### config.mk
export PLATFORM = sky130hd
export DESIGN_NAME = wb_load_sequencer
export DESIGN_NICKNAME = d
export VERILOG_FILES = /design/src/rtl/wb_load_sequencer.sv
export SDC_FILE = /design/constraint.sdc
export NUM_CORES = 1
export LEC_CHECK = 0
export ABC_AREA = 1
export CORE_MARGIN = 10
export CORE_UTILIZATION = 45
export CTS_BUF_LIST = sky130_fd_sc_hd__clkbuf_4
export CTS_CLUSTER_DIAMETER = 40
export DETAILED_ROUTE_END_ITERATION = 10
export PLACE_DENSITY = 0.88
export SYNTH_ARGS = -nofsm -noshare
export SYNTH_HDL_FRONTEND = slang
export SYNTH_SLANG_ARGS = --single-unit
### constraint.sdc
create_clock -name clk -period 2.19 [get_ports clk]
set_input_delay 0.438 -clock clk [delete_from_list [all_inputs] [get_ports clk]]
set_output_delay 0.438 -clock clk [all_outputs]
set_load 0.02 [all_outputs]
### src/rtl/wb_load_sequencer.sv
// wb_load_sequencer: register-file writeback controller for an RV32I core
// with a variable-latency data memory. ALU and jump writebacks complete in
// the issue cycle. A load stalls the core, holds a memory read request
// until mem_ready, then retires through one registered writeback cycle.
// Optional feature macro: WB_TIMEOUT_EN abandons a load after
// TIMEOUT_CYCLES wait cycles without a response and pulses load_err.
module wb_load_sequencer #(
  parameter int TIMEOUT_CYCLES = 16,
  parameter int CNT_W          = 5
) (
  input  logic        clk,
  input  logic        rst_n,
  input  logic        instr_valid,
  input  logic        reg_write_en,
  input  logic [1:0]  reg_write_mode,
  input  logic [4:0]  rd,
  input  logic [31:0] ALU_result,
  input  logic [31:0] PC_plus_4,
  input  logic [31:0] read_data,
  input  logic        mem_ready,
  output logic        mem_rd_req,
  output logic        stall,
  output logic        rf_we,
  output logic [4:0]  rf_waddr,
  output logic [31:0] rf_wdata,
  output logic        load_err
);

  typedef enum logic [1:0] {
    S_IDLE = 2'd0,
    S_WAIT = 2'd1,
    S_WB   = 2'd2
  } state_t;

  // The wait counter must be able to hold TIMEOUT_CYCLES.
  if ((2 ** CNT_W) <= TIMEOUT_CYCLES) begin : g_bad_cfg
    $error("wb_load_sequencer: CNT_W too narrow for TIMEOUT_CYCLES");
  end

  state_t      state_q, state_d;
  logic [4:0]  rd_q, rd_d;
  logic [31:0] data_q, data_d;
  logic        is_load;

`ifdef WB_TIMEOUT_EN
  logic [CNT_W-1:0] cnt_q, cnt_d;
  logic             err_q, err_d;
`else
  logic             err_q;
  assign err_q = 1'b0;
`endif

  assign is_load = instr_valid && (reg_write_mode == 2'd1) && reg_write_en;

  // Next-state, load-register latch and capture of the returned data.
  always_comb begin
    state_d = state_q;
    rd_d    = rd_q;
    data_d  = data_q;
`ifdef WB_TIMEOUT_EN
    cnt_d   = cnt_q;
    err_d   = 1'b0;
`endif
    case (state_q)
      S_IDLE: begin
        // The cycle after an abandoned load is that load retiring, so a
        // load still presented on the inputs must not be re-issued.
        if (is_load && !err_q) begin
          rd_d = rd;
`ifdef WB_TIMEOUT_EN
          cnt_d = '0;
`endif
          // A 0-wait memory answers in the issue cycle itself.
          if (mem_ready) begin
            data_d  = read_data;
            state_d = S_WB;
          end else begin
            state_d = S_WAIT;
          end
        end
      end
      S_WAIT: begin
        // A response always wins over a timeout in the same cycle.
        if (mem_ready) begin
          data_d  = read_data;
          state_d = S_WB;
        end
`ifdef WB_TIMEOUT_EN
        else if (cnt_q == CNT_W'(TIMEOUT_CYCLES - 1)) begin
          err_d   = 1'b1;
          state_d = S_IDLE;
        end else begin
          cnt_d = cnt_q + 1'b1;
        end
`endif
      end
      S_WB: begin
        state_d = S_IDLE;
      end
      default: begin
        state_d = S_IDLE;
      end
    endcase
  end

  // State and latched load context, cleared by asynchronous reset.
  always_ff @(posedge clk or negedge rst_n) begin
    if (!rst_n) begin
      state_q <= S_IDLE;
      rd_q    <= '0;
      data_q  <= '0;
`ifdef WB_TIMEOUT_EN
      cnt_q   <= '0;
      err_q   <= 1'b0;
`endif
    end else begin
      state_q <= state_d;
      rd_q    <= rd_d;
      data_q  <= data_d;
`ifdef WB_TIMEOUT_EN
      cnt_q   <= cnt_d;
      err_q   <= err_d;
`endif
    end
  end

  // Output decode; everything is forced low while reset is asserted.
  always_comb begin
    mem_rd_req = 1'b0;
    stall      = 1'b0;
    rf_we      = 1'b0;
    rf_waddr   = '0;
    rf_wdata   = '0;
    load_err   = 1'b0;
    if (rst_n) begin
      case (state_q)
        S_IDLE: begin
          if (err_q) begin
            load_err = 1'b1;
          end else if (instr_valid) begin
            if (is_load) begin
              mem_rd_req = 1'b1;
              stall      = 1'b1;
            end else begin
              rf_we    = reg_write_en && (rd != 5'd0);
              rf_waddr = rd;
              rf_wdata = (reg_write_mode == 2'd2) ? PC_plus_4 : ALU_result;
            end
          end
        end
        S_WAIT: begin
          mem_rd_req = 1'b1;
          stall      = 1'b1;
        end
        S_WB: begin
          rf_we    = (rd_q != 5'd0);
          rf_waddr = rd_q;
          rf_wdata = data_q;
        end
        default: begin
          stall = 1'b0;
        end
      endcase
    end
  end

endmodule

# ---- Word level (Yosys, flattened, before mapping)
# Index checks and enable logic that the tools add are counted.
dict set report word_totals {
  output_inout_bits 41
  rom_bits 0
  latch_bits 0
  wordCells 43
  ff_bits 39
  mem_bits_rw 0
  in_bits 108
  mem_count 0
}
dict set report classes {
  magnitude_cmp 0
  n_reduce_logical 10
  add_sub_neg 0
  n_eq_ne 6
  mul 0
  bitwise 0
  n_mux 24
  div 0
  shifts 0
}
# op n
set op_table {}
lappend op_table {{two-way mux 32 bit} 6}
lappend op_table {{case mux 32 bit (2 select lines)} 2}
lappend op_table {{two-way mux 5 bit} 3}
lappend op_table {{case mux 5 bit (2 select lines)} 1}
lappend op_table {{nonzero test 5 bit} 2}
lappend op_table {{two-way mux 1 bit} 6}
lappend op_table {{two-way mux 2 bit} 3}
lappend op_table {{AND reduction 2 bit} 3}
lappend op_table {{== test 2 x 1 -> 1 bit, second input constant} 2}
lappend op_table {{== test 2 bit, second input constant} 2}
lappend op_table {{!= test 2 bit, second input constant} 2}
lappend op_table {{case mux 1 bit (2 select lines)} 2}
lappend op_table {{case mux 2 bit (2 select lines)} 1}
lappend op_table {{logical AND 1 bit} 3}
lappend op_table {{logical NOT 2 bit} 1}
lappend op_table {{nonzero test 2 bit} 1}

# ---- Depth between registers and ports, before layout
# Gate-level depths: netlist (run 1).
dict set report logic_depth {
  ltp_word 7
  depth_mapped 9
  mapped_depth_nobuf 7
}

# ---- Worst setup path before layout (run 1)
# No wires, ideal clock.
dict set report synth_path {
  kind {input to output}
  from {in reg_write_mode[1]}
  to {out stall}
  arrival_ns 1.407
  setup_slack_ns 0.345
  n_path_buf 2
  path_stages 7
  required_ns 1.752
  path_cell_list {buf_6 -> inv_4 -> nand2_8 -> o21bai_4 -> nand2_1 -> nor2_1 -> buf_4}
}
dict set report synth_between {
  elab_chain_cells 7
}
# element line_no
set synth_rtl {}
lappend synth_rtl {{start, declared} 15} ;# input logic [1:0] reg_write_mode,
lappend synth_rtl {{== test 2 x 1 -> 1 bit} 53} ;# assign is_load = instr_valid && (reg_write_mode == 2'd1) && reg_write_en;
lappend synth_rtl {{logical AND 1 bit (2 in a row)} 53}
lappend synth_rtl {{two-way mux 1 bit (2 in a row)} --}
lappend synth_rtl {{case mux 1 bit (2 select lines)} --}
lappend synth_rtl {{two-way mux 1 bit} --}
lappend synth_rtl {{end, declared} 22} ;# output logic stall,
# Every way passes these cells.

# ---- Worst setup path after layout (run 1)
dict set report layout_path {
  from {reg state_q[1]}
  to {out rf_wdata[13]}
}
dict set report layout_between {
  elab_chain_cells 3
  word_cells_on_any_way 4
  cone_classes {eq/ne (1); mux (2); reduce/logical (1)}
}
# element line_no
set layout_rtl {}
lappend layout_rtl {{start, declared} 40} ;# state_t state_q, state_d;
lappend layout_rtl {{start signal, assigned} 117} ;# state_q <= state_d;
lappend layout_rtl {{== test 2 bit / logical NOT 2 bit (equally long branches)} 136} ;# case (state_q)
lappend layout_rtl {{case mux 32 bit (2 select lines) *} 136}
lappend layout_rtl {{two-way mux 32 bit *} 135} ;# if (rst_n) begin
lappend layout_rtl {{end, declared} 25} ;# output logic [31:0] rf_wdata,
# Mark *: on every way between the ends. The rest lies on a longest branch, timed or not.

==> out/results.ini, run 1 <==
[outcome]
run_status=completed

[route]
route.detailed.drc=0
first_pass_iteration_count_of_the_detailed_router=4
initialDrtViolationCount=207
vias=3417
drt.antenna.violating_nets=0
viasPerCell=5.19
avgRoutedWirePerCell_um=16.7
totalWireLength_um=11000

[floorplan]
floorplan.die.width_um=102
boundaryPins=149
start_util=0.471
fp.dieH_um=102
std_cell_rows=29
design.die.area_sq_mm=0.0105
coreArea_sq_mm=0.00646

[critical_path]
critical_path_data_arrival_time_ps=1740
worst-path-buf-inv=3
timing.critical_path.to=rf_wdata[13]
r2r_setup_slack_ps=640
setup.worst_path.start_class=flop
worst_r2r_endpoint=data_q[4]
critical_path.max_stage_delay_ps=430
criticalPathCategory=flop to primary output
kind_of_capture_point_of_the_worst_setup_path=primary output
crit_chain=nor2_4 -> inv_2 -> nor2_8 -> buf_12 -> nand3_2 -> a21oi_2 -> buf_6
r2r-start=state_q[0]
ff2ff_path_depth=7
crit_required_ps=1750
cp-startpoint=state_q[1]
worstSetupPathDepth=7
crit_fanout=8
cp_slowest_cell=dfrtp_1
timing.critical_path.max_delay_family=flip-flops

[place]
detailed_place_hpwl_um=8560
gp_congestion=0.800
buffer_ports.inserted=147

[yosys]
synth_nets=531
avgSynthCellArea_sq_um=7.19
synth_seq_area_share=0.321
synthDominantAreaCellType=dfrtp_1
synth.top_cell.area_share=0.321
syn-cell-area_sq_mm=0.00304
asyncSetResetFlopFracSynth=1.00
ys_ff_latch=39
synthMostInstantiatedCell=nand2_1
synthFlopType=dfrtp_1
synth_cell_types=24
synth_common_cells=209 x nand2_1, 44 x nand3_1, 39 x dfrtp_1, 30 x a21oi_2, 30 x nand3_2
ys.warnings.count=0
synth.area.top_cells=dfrtp_1 32%, nand2_1 26%, nand3_2 9.9%, a21oi_2 8.6%, nand3_1 7.2%
synth-edff-count=0
postSynthCellCount=423

[sta]
final.period_utilization=0.994
transition_time_at_the_pin_with_the_least_slew_margin_ps=589
finalSetupTns_ps=0
clock_skew_ps=2.81
finalMaxSlewViolations=0
timing.slew.headroom=0.608
hold_viol_final=0
rsz0062_at_grt=yes
setup_viol=0
final.hold.worst_slack_ps=187
min_cycle_time_layout_ps=2180
max_clock_freq_mhz=459

[global_routing]
number_of_global_route_vias_before_repair=3608
pin_count_of_the_biggest_net_entering_global_routing=40
grt_antenna_before_repair=0
grt.total_usage=0.209
grt-ovfl-total=0
global_route_wire_length_before_repair_um=17700

[clocking]
clk-insertion-delay-late_ps=340
cts_hold_repair.buffers=0
clkTransAtPathRegs_ps=110
clockRootBuffer=clkbuf_4
tritoncts=yes
cts-root-to-sink-buffers=2
cts.sink_count=39
cts_max_level=2
cts_inserted_buffers=5

[power]
power.density_mw_per_mm2=467
p_leak_nw=2.27
ir_drop_uv=322

[layout]
num-fill-cells=510
flow.area_growth_from_synthesis_pct=57.5
post_route_cells_drive_above_1_share=0.282
finish.net_count=688
insertedDiodeCount=0

[run]
timing.max_cap.violations=0

[hold_path]
holdCritPathClass=input pin to asynchronous set/reset pin

state kept, by name, indices dropped and copies added, names as in the netlist:
signal   cells
state_q      2
rd_q         5
data_q      32
cells by family after synthesis:
logic type             after synthesis  synth area share
buffers and inverters               44            0.0983
AOI/OAI and AO/OA                   43             0.112
and+or+nand+nor                    296             0.468
other                                1           0.00123
DFF                                 39             0.321
metal layers:
layer / vias up / track usage / routed length [um]
met4: 0 / 0.0510 / 119
met1: 1610 / 0.222 / 4060
li1: 1667 / - / -
met3: 12 / 0.0526 / 912
met5: - / 0 / 0
met2: 128 / 0.402 / 5890
cell usage in the layout, fill, tap and decap left out, types with 6 or more instances in the layout:
cell type,count
a21oi_2,35
buf_12,7
buf_4,41
buf_6,24
clkbuf_4,6
clkdlybuf4s50_1,102
dfrtp_1,39
inv_1,6
nand2_1,208
nand3_1,44
nand3_2,29
nor2_1,6
power breakdown:
group          total (mW)  leakage [nW]  internal (mW)  switching (mW)
Sequential           1.00         0.493          0.897           0.103
Clock               0.356        0.0307          0.131           0.225
Combinational       0.884          1.75          0.450           0.434
area by class of cell:
cell class | count | area [sq um] | area share
timing repair buffer | 183 | 1820 | 0.380
multi-input combinational | 340 | 1800 | 0.376
sequential | 39 | 976 | 0.204
tap | 77 | 96.3 | 0.0201
inverter | 11 | 46.3 | 0.00966
clock buffer | 6 | 45.0 | 0.00940
clock inverter | 2 | 7.51 | 0.00157
per-stage QoR:
step | std cells | total power [mW] | util | worst slack [ps] | instance area, sq um
after floorplan | 423 | 1.46 | - | 345 | 3040
after global placement | 648 | 1.83 | 0.724 | -700 | 4680
after detailed placement | 648 | 1.87 | 0.724 | -738 | 4680
after CTS | 658 | 2.22 | 0.718 | -54.1 | 4640
after global routing | 658 | 2.39 | 0.742 | -109 | 4790
final | 658 | 2.24 | 0.742 | 12.4 | 4790
worst min-delay path by stage:
| stage | from | to | cells past startpoint |
|---|---|---|---|
| 2_1_floorplan | rst_n | data_q[0] | 0 |
| 3_3_place_gp | data_q[19] | data_q[19] | 2 |
| 3_5_place_dp | data_q[9] | data_q[9] | 2 |
| 4_1_cts | rst_n | data_q[21] | 2 |
| 5_1_grt | rst_n | data_q[21] | 2 |
| 6_report | rst_n | data_q[21] | 2 |
what timing repair did:
action	in CTS	in global routing
cloned	1	1
gates resized for setup	183	57
pin swaps	3	6
setup endpoints to repair	40	38
setup buffers	1	0
Power figures use the tool's default switching activity.
==> inputs of run 2 (changes only) <==
Settings changed: MAX_ROUTING_LAYER from default to met4.
==> run 2 against run 1 <==
Against the previous run: clock power hardly changed; maximum frequency hardly changed; cell area stayed put; cell count stayed put; register-to-register slack better by 20 ps; die area stayed put; wire length hardly changed; sequential share of layout area stayed put; global-route usage is 0.63 points higher; first-iteration DRC count is 9.7% lower; clock skew hardly changed; critical path type unchanged; largest cell class unchanged.
==> out/results.ini, run 2 (synthesis results as in run 1) <==
[layout]
finish.net_count=688  ; unchanged
post_route_cells_drive_above_1_share=0.282  ; unchanged
layout_commonest_cell=nand2_1
largest_register_ffs=32  ; unchanged
registers.top_by_ff_count=data_q
reg.largest.list=data_q: 32 flops, rd_q: 5 flops, state_q: 2 flops
final_cell_mix=208 x nand2_1, 102 x clkdlybuf4s50_1, 44 x nand3_1
flow.area_growth_from_synthesis_pct=57.5  ; unchanged
insertedDiodeCount=0  ; unchanged

[global_routing]
grt-ovfl-total=0  ; unchanged
grt.total_usage=0.216  ; +0.00628
number_of_global_route_vias_before_repair=3609  ; +0.028%
grt_antenna_before_repair=0  ; unchanged
global_route_wire_length_before_repair_um=17600  ; -0.24%
pin_count_of_the_biggest_net_entering_global_routing=40  ; unchanged

[floorplan]
fp.dieH_um=102  ; unchanged
start_util=0.471  ; unchanged
coreArea_sq_mm=0.00646  ; unchanged
std_cell_rows=29  ; unchanged
boundaryPins=149  ; unchanged
design.die.area_sq_mm=0.0105  ; unchanged
floorplan.die.width_um=102  ; unchanged

[route]
vias=3392  ; -0.73%
viasPerCell=5.16  ; -0.73%
route.detailed.drc=0  ; unchanged
avgRoutedWirePerCell_um=16.7  ; about the same
initialDrtViolationCount=187  ; -9.7%
drt.antenna.violating_nets=0  ; unchanged
first_pass_iteration_count_of_the_detailed_router=4  ; unchanged
totalWireLength_um=11000  ; about the same

[sta]
finalSetupTns_ps=0  ; unchanged
finalMaxSlewViolations=0  ; unchanged
max_clock_freq_mhz=459  ; about the same
final.period_utilization=0.995  ; about the same
setup_viol=0  ; unchanged
rsz0062_at_grt=yes
min_cycle_time_layout_ps=2180  ; +1.73 ps
fin_ws_ps=10.7  ; -1.73 ps
transition_time_at_the_pin_with_the_least_slew_margin_ps=581  ; -7.81 ps
clock_skew_ps=2.49  ; -0.314 ps
timing.slew.headroom=0.613  ; +0.00520
hold_viol_final=0  ; unchanged

[hold_path]
holdCritPathClass=input pin to asynchronous set/reset pin

[critical_path]
ff2ff_path_depth=7  ; unchanged
critical_path.max_stage_delay_ps=430  ; about the same
r2r-start=state_q[0]
criticalPathCategory=flop to primary output
cp_slowest_cell=dfrtp_1
critical_path_data_arrival_time_ps=1740  ; about the same
crit_required_ps=1750  ; about the same
crit_fanout=8  ; unchanged
worst_r2r_endpoint=data_q[14]
crit_chain=nor2_4 -> inv_2 -> nor2_8 -> buf_12 -> nand3_2 -> a21oi_2 -> buf_6
r2r_setup_slack_ps=660  ; +20 ps
kind_of_capture_point_of_the_worst_setup_path=primary output
setup.worst_path.start_class=flop

[clocking]
cts.sink_count=39  ; unchanged
clkTransAtPathRegs_ps=110  ; about the same
tritoncts=yes
clk-insertion-delay-late_ps=340  ; about the same
clockRootBuffer=clkbuf_4
cts-root-to-sink-buffers=2  ; unchanged
cts_inserted_buffers=5  ; unchanged
cts_max_level=2  ; unchanged

[place]
gp_congestion=0.812  ; +1.4%
pre_cts_slack_ps=-738  ; unchanged
detailed_place_hpwl_um=8560  ; unchanged
buffer_ports.inserted=147  ; unchanged

[outcome]
run_status=completed

[power]
p_seq_frac=0.446  ; about the same
sw_frac_of_total=0.340  ; about the same
internal-power_mw=1.48  ; about the same
ir_drop_uv=324  ; +0.45%
netSwitchingPower_uw=761  ; about the same
p_leak_nw=2.27  ; unchanged
power.density_mw_per_mm2=467  ; about the same
comb_power_share=0.394  ; about the same
power_frac_clock=0.160  ; about the same

[run]
timing.max_cap.violations=0  ; unchanged

run 2: cell counts in the layout (fill, tap and decap cells not counted):
Identical to the previous run, type by type.
run 2: what timing repair did:
| action | 4_1_cts | 5_1_grt |
|---|---|---|
| pin swaps | 3 | 6 |
| gates cloned | 1 | 1 |
| setup endpoints to repair | 40 | 38 |
| hold buffers | 0 | 0 |
| setup buffers | 1 | 0 |
| gates resized for setup | 183 | 57 |
run 2: how the worst max path moves through the flow:
stage                     cells after the start               from  slack, ps      endpoint
final                                         7         state_q[1]         10  rf_wdata[13]
after detailed placement                      8  reg_write_mode[1]       -740  rf_wdata[22]
after global placement                        8  reg_write_mode[1]       -700   rf_wdata[8]
after floorplan                               7  reg_write_mode[1]        340         stall
after CTS                                     8         state_q[0]        -50  rf_wdata[17]
after global routing                          7         state_q[1]       -110   rf_wdata[4]
run 2: metrics by stage:
stage | hold WS, ps | cells | util | total power, mW | instance area, sq um
3_5_place_dp | 465 | 648 | 0.724 | 1.87 | 4680
4_1_cts | 192 | 658 | 0.718 | 2.22 | 4640
2_1_floorplan | 142 | 423 | - | 1.46 | 3040
3_3_place_gp | 462 | 648 | 0.724 | 1.83 | 4680
6_report | 184 | 658 | 0.742 | 2.24 | 4790
5_1_grt | 201 | 658 | 0.742 | 2.39 | 4790
run 2: critical path, delay by kind of cell, from the launching register on:
family / cells / cell delay, ps
flops: 1 / 430
simple gates: 3 / 420
buf+inv: 3 / 370
compound gates: 1 / 170
run 2: area by class of cell:
cell class              instances  area, sq um
clock buffers                   6         45.0
fillers                       510         1670
well taps                      77         96.3
inverters                      11         46.3
multi-input cells             340         1800
clock inverters                 2         7.51
repair buffers                183         1820
flip-flops and latches         39          976
run 2: power groups by stage:
stage	clock, mW	sequential (mW)	combinational (mW)
CTS	0.370	0.998	0.856
floorplan	0	0.986	0.479
global route	0.399	1.02	0.969
finish	0.358	1.00	0.882
detailed placement	0	1.01	0.860
global placement	0	1.00	0.830
run 2: layer usage:
metal	up-vias	part of all wire	track usage
li1	1667	-	-
met1	1595	0.39	0.230
met2	121	0.54	0.401
met3	9	0.062	0.0391
met4	0	0.011	0.0510
met5	-	0	-
==> inputs of run 3 (changes only) <==
Settings changed: CORE_MARGIN 10 to 5.
==> run 3 against run 2 <==
Against the previous run: the flow now finishes with violations (negative setup slack); sequential power about the same; clock skew increased by 0.73 ps; cell area increased by 3.4%; critical path depth increased by 4; non-clock buffer count increased by 2; maximum frequency decreased by 2.3%; wire length decreased by 4.4%; combinational power increased by 5.9%; clock power increased by 5.6%; cell count increased by 0.76%; die area decreased by 19%; largest power group unchanged; highest routed layer unchanged.
==> out/results.ini, run 3 (synthesis results as in run 1) <==
[route]
first_pass_iteration_count_of_the_detailed_router=4  ; unchanged
totalWireLength_um=10500  ; -4.4%
initialDrtViolationCount=143  ; -24%
vias=3421  ; +0.85%
viasPerCell=5.16  ; about the same
avgRoutedWirePerCell_um=15.8  ; -5.1%
route.detailed.drc=0  ; unchanged
drt.antenna.violating_nets=0  ; unchanged

[sta]
hold_viol_final=0  ; unchanged
finalMaxSlewViolations=0  ; unchanged
timing.slew.headroom=0.584  ; -0.0291
final.period_utilization=1.02  ; +0.0239
fin_ws_ps=-41.8  ; -52.4 ps
final.hold.worst_slack_ps=175  ; -9.12 ps
finalSetupTns_ps=-229  ; -229 ps
max_clock_freq_mhz=448  ; -2.3%
clock_skew_ps=3.22  ; +0.730 ps
setup_viol=17  ; +17
min_cycle_time_layout_ps=2230  ; +52.4 ps
transition_time_at_the_pin_with_the_least_slew_margin_ps=625  ; +43.6 ps
rsz0062_at_grt=yes

[critical_path]
timing.critical_path.max_delay_family=buffers and inverters
crit_chain=dlygate4sd2_1 -> buf_4 -> nand2_8 -> nor2_8 -> nor2_8 -> buf_12 -> buf_12 -> buf_6 -> nand3_2 -> a21oi_2 -> buf_6
critical_path_data_arrival_time_ps=1790  ; +50 ps
critical_path.max_stage_delay_ps=260  ; -170 ps
cp_slowest_cell=dlygate4sd2_1
crit_required_ps=1750  ; about the same
crit_fanout=6  ; -2
setup.worst_path.start_class=input pin
criticalPathCategory=input pin to primary output
worst-path-buf-inv=6  ; +3
kind_of_capture_point_of_the_worst_setup_path=primary output

[layout]
registers.top_by_ff_count=data_q
finish.cell_count_without_fillers=663  ; +0.76%
final_core_utilization=0.742  ; about the same
design_area_sq_mm=0.00495  ; +3.4%
finish.net_count=690  ; +0.29%
post_route_cells_drive_above_1_share=0.293  ; +0.0110
reg.largest.list=data_q: 32 flops, rd_q: 5 flops, state_q: 2 flops
insertedDiodeCount=0  ; unchanged
final_cell_mix=208 x nand2_1, 102 x clkdlybuf4s50_1, 43 x nand3_1, 43 x buf_4, 38 x dfrtp_1
multiInputGateArea_sq_mm=0.00185  ; +2.6%
largest_register_ffs=32  ; unchanged
num-fill-cells=513  ; +0.59%
layout_commonest_cell=nand2_1
flow.area_growth_from_synthesis_pct=62.8
regArea_sq_um=977  ; +0.13%

[global_routing]
grt-ovfl-total=0  ; unchanged
number_of_global_route_vias_before_repair=3390  ; -6.1%
grt.total_usage=0.246  ; +0.0308
grt_antenna_before_repair=0  ; unchanged
global_route_wire_length_before_repair_um=16300  ; -7.4%
pin_count_of_the_biggest_net_entering_global_routing=40  ; unchanged

[floorplan]
std_cell_rows=30  ; +3.4%
start_util=0.455  ; -0.0157
coreArea_sq_mm=0.00668  ; +3.4%
boundaryPins=149  ; unchanged
design.die.area_sq_mm=0.00851  ; -19%
floorplan.die.width_um=92.2  ; -9.8%
fp.dieH_um=92.2  ; -9.8%

[clocking]
clockRootBuffer=clkbuf_4
clkTransAtPathRegs_ps=110  ; about the same
clk-insertion-delay-late_ps=340  ; about the same
cts-root-to-sink-buffers=2  ; unchanged
cts.sink_count=39  ; unchanged
cts_max_level=2  ; unchanged
cts_hold_repair.buffers=0  ; unchanged
tritoncts=yes
cts_inserted_buffers=5  ; unchanged

[power]
comb_power_share=0.404  ; +0.010
internal-power_mw=1.53  ; +3.4%
p_seq_frac=0.433  ; -0.013
ir_drop_uv=371  ; +15%
power.density_mw_per_mm2=467  ; about the same
total_power_mw=2.31  ; +3.3%
sw_frac_of_total=0.339  ; -0.00100
p_leak_nw=2.33  ; +2.5%
netSwitchingPower_uw=784  ; +3.0%
power_frac_clock=0.164  ; +0.004

[place]
pre_cts_slack_ps=-664  ; +74.4 ps
gp_congestion=0.883  ; +8.7%
placedInstanceArea_sq_mm=0.00468  ; about the same
place_inst=646  ; -0.31%
detailed_place_hpwl_um=7500  ; -12%
buffer_ports.inserted=147  ; unchanged

[run]
timing.max_cap.violations=0  ; unchanged

[outcome]
violated_checks=negative setup slack
run_status=finished, violations left

[hold_path]
holdCritPathClass=input pin to asynchronous set/reset pin

run 3: repair_timing:
item / 4_1_cts / 5_1_grt
setup endpoints to repair: 40 / 40
endpoints found under the hold margin: 0 / 0
gates resized for setup: 180 / 60
pin swaps: 5 / 5
setup buffers: 2 / 5
gates cloned: 2 / 1
run 3: path summary, 6_finish.rpt:
kind,startpoint,to,slack [ps],cells after the start
setup / recovery,reg_write_mode[0],rf_wdata[7],-40,11
hold / removal,rst_n,data_q[21],180,2
setup reg to reg,state_q[0],data_q[29],820,6
hold reg to reg,data_q[8],data_q[8],490,2
max in group asynchronous,rst_n,state_q[0],1630,2
min in group clk,data_q[8],data_q[8],490,2
run 3: layout make-up:
| type | instances | share of cell area |
|---|---|---|
| clock buffers | 7 | 0.0106 |
| clock inverters | 1 | 0.00101 |
| inverters | 11 | 0.00934 |
| multi-input cells | 340 | 0.373 |
| flip-flops and latches | 39 | 0.197 |
| well taps | 80 | 0.0202 |
| repair buffers | 185 | 0.388 |
run 3: per-layer routing:
| layer | track usage | up-vias | routed length, um | share of wire |
|---|---|---|---|---|
| li1 | - | 1673 | - | - |
| met1 | 0.293 | 1592 | 4040 | 0.39 |
| met2 | 0.429 | 131 | 5540 | 0.53 |
| met3 | 0.0361 | 25 | 613 | 0.058 |
| met4 | 0.0804 | 0 | 300 | 0.029 |
| met5 | - | - | 0 | 0 |
run 3: power by group through the flow:
stage / Sequential (mW) / Clock [mW] / Combinational, mW
2_1_floorplan: 0.986 / 0 / 0.479
6_report: 1.00 / 0.378 / 0.934
3_5_place_dp: 1.01 / 0 / 0.861
5_1_grt: 1.02 / 0.429 / 1.01
3_3_place_gp: 1.00 / 0 / 0.834
4_1_cts: 0.996 / 0.391 / 0.867
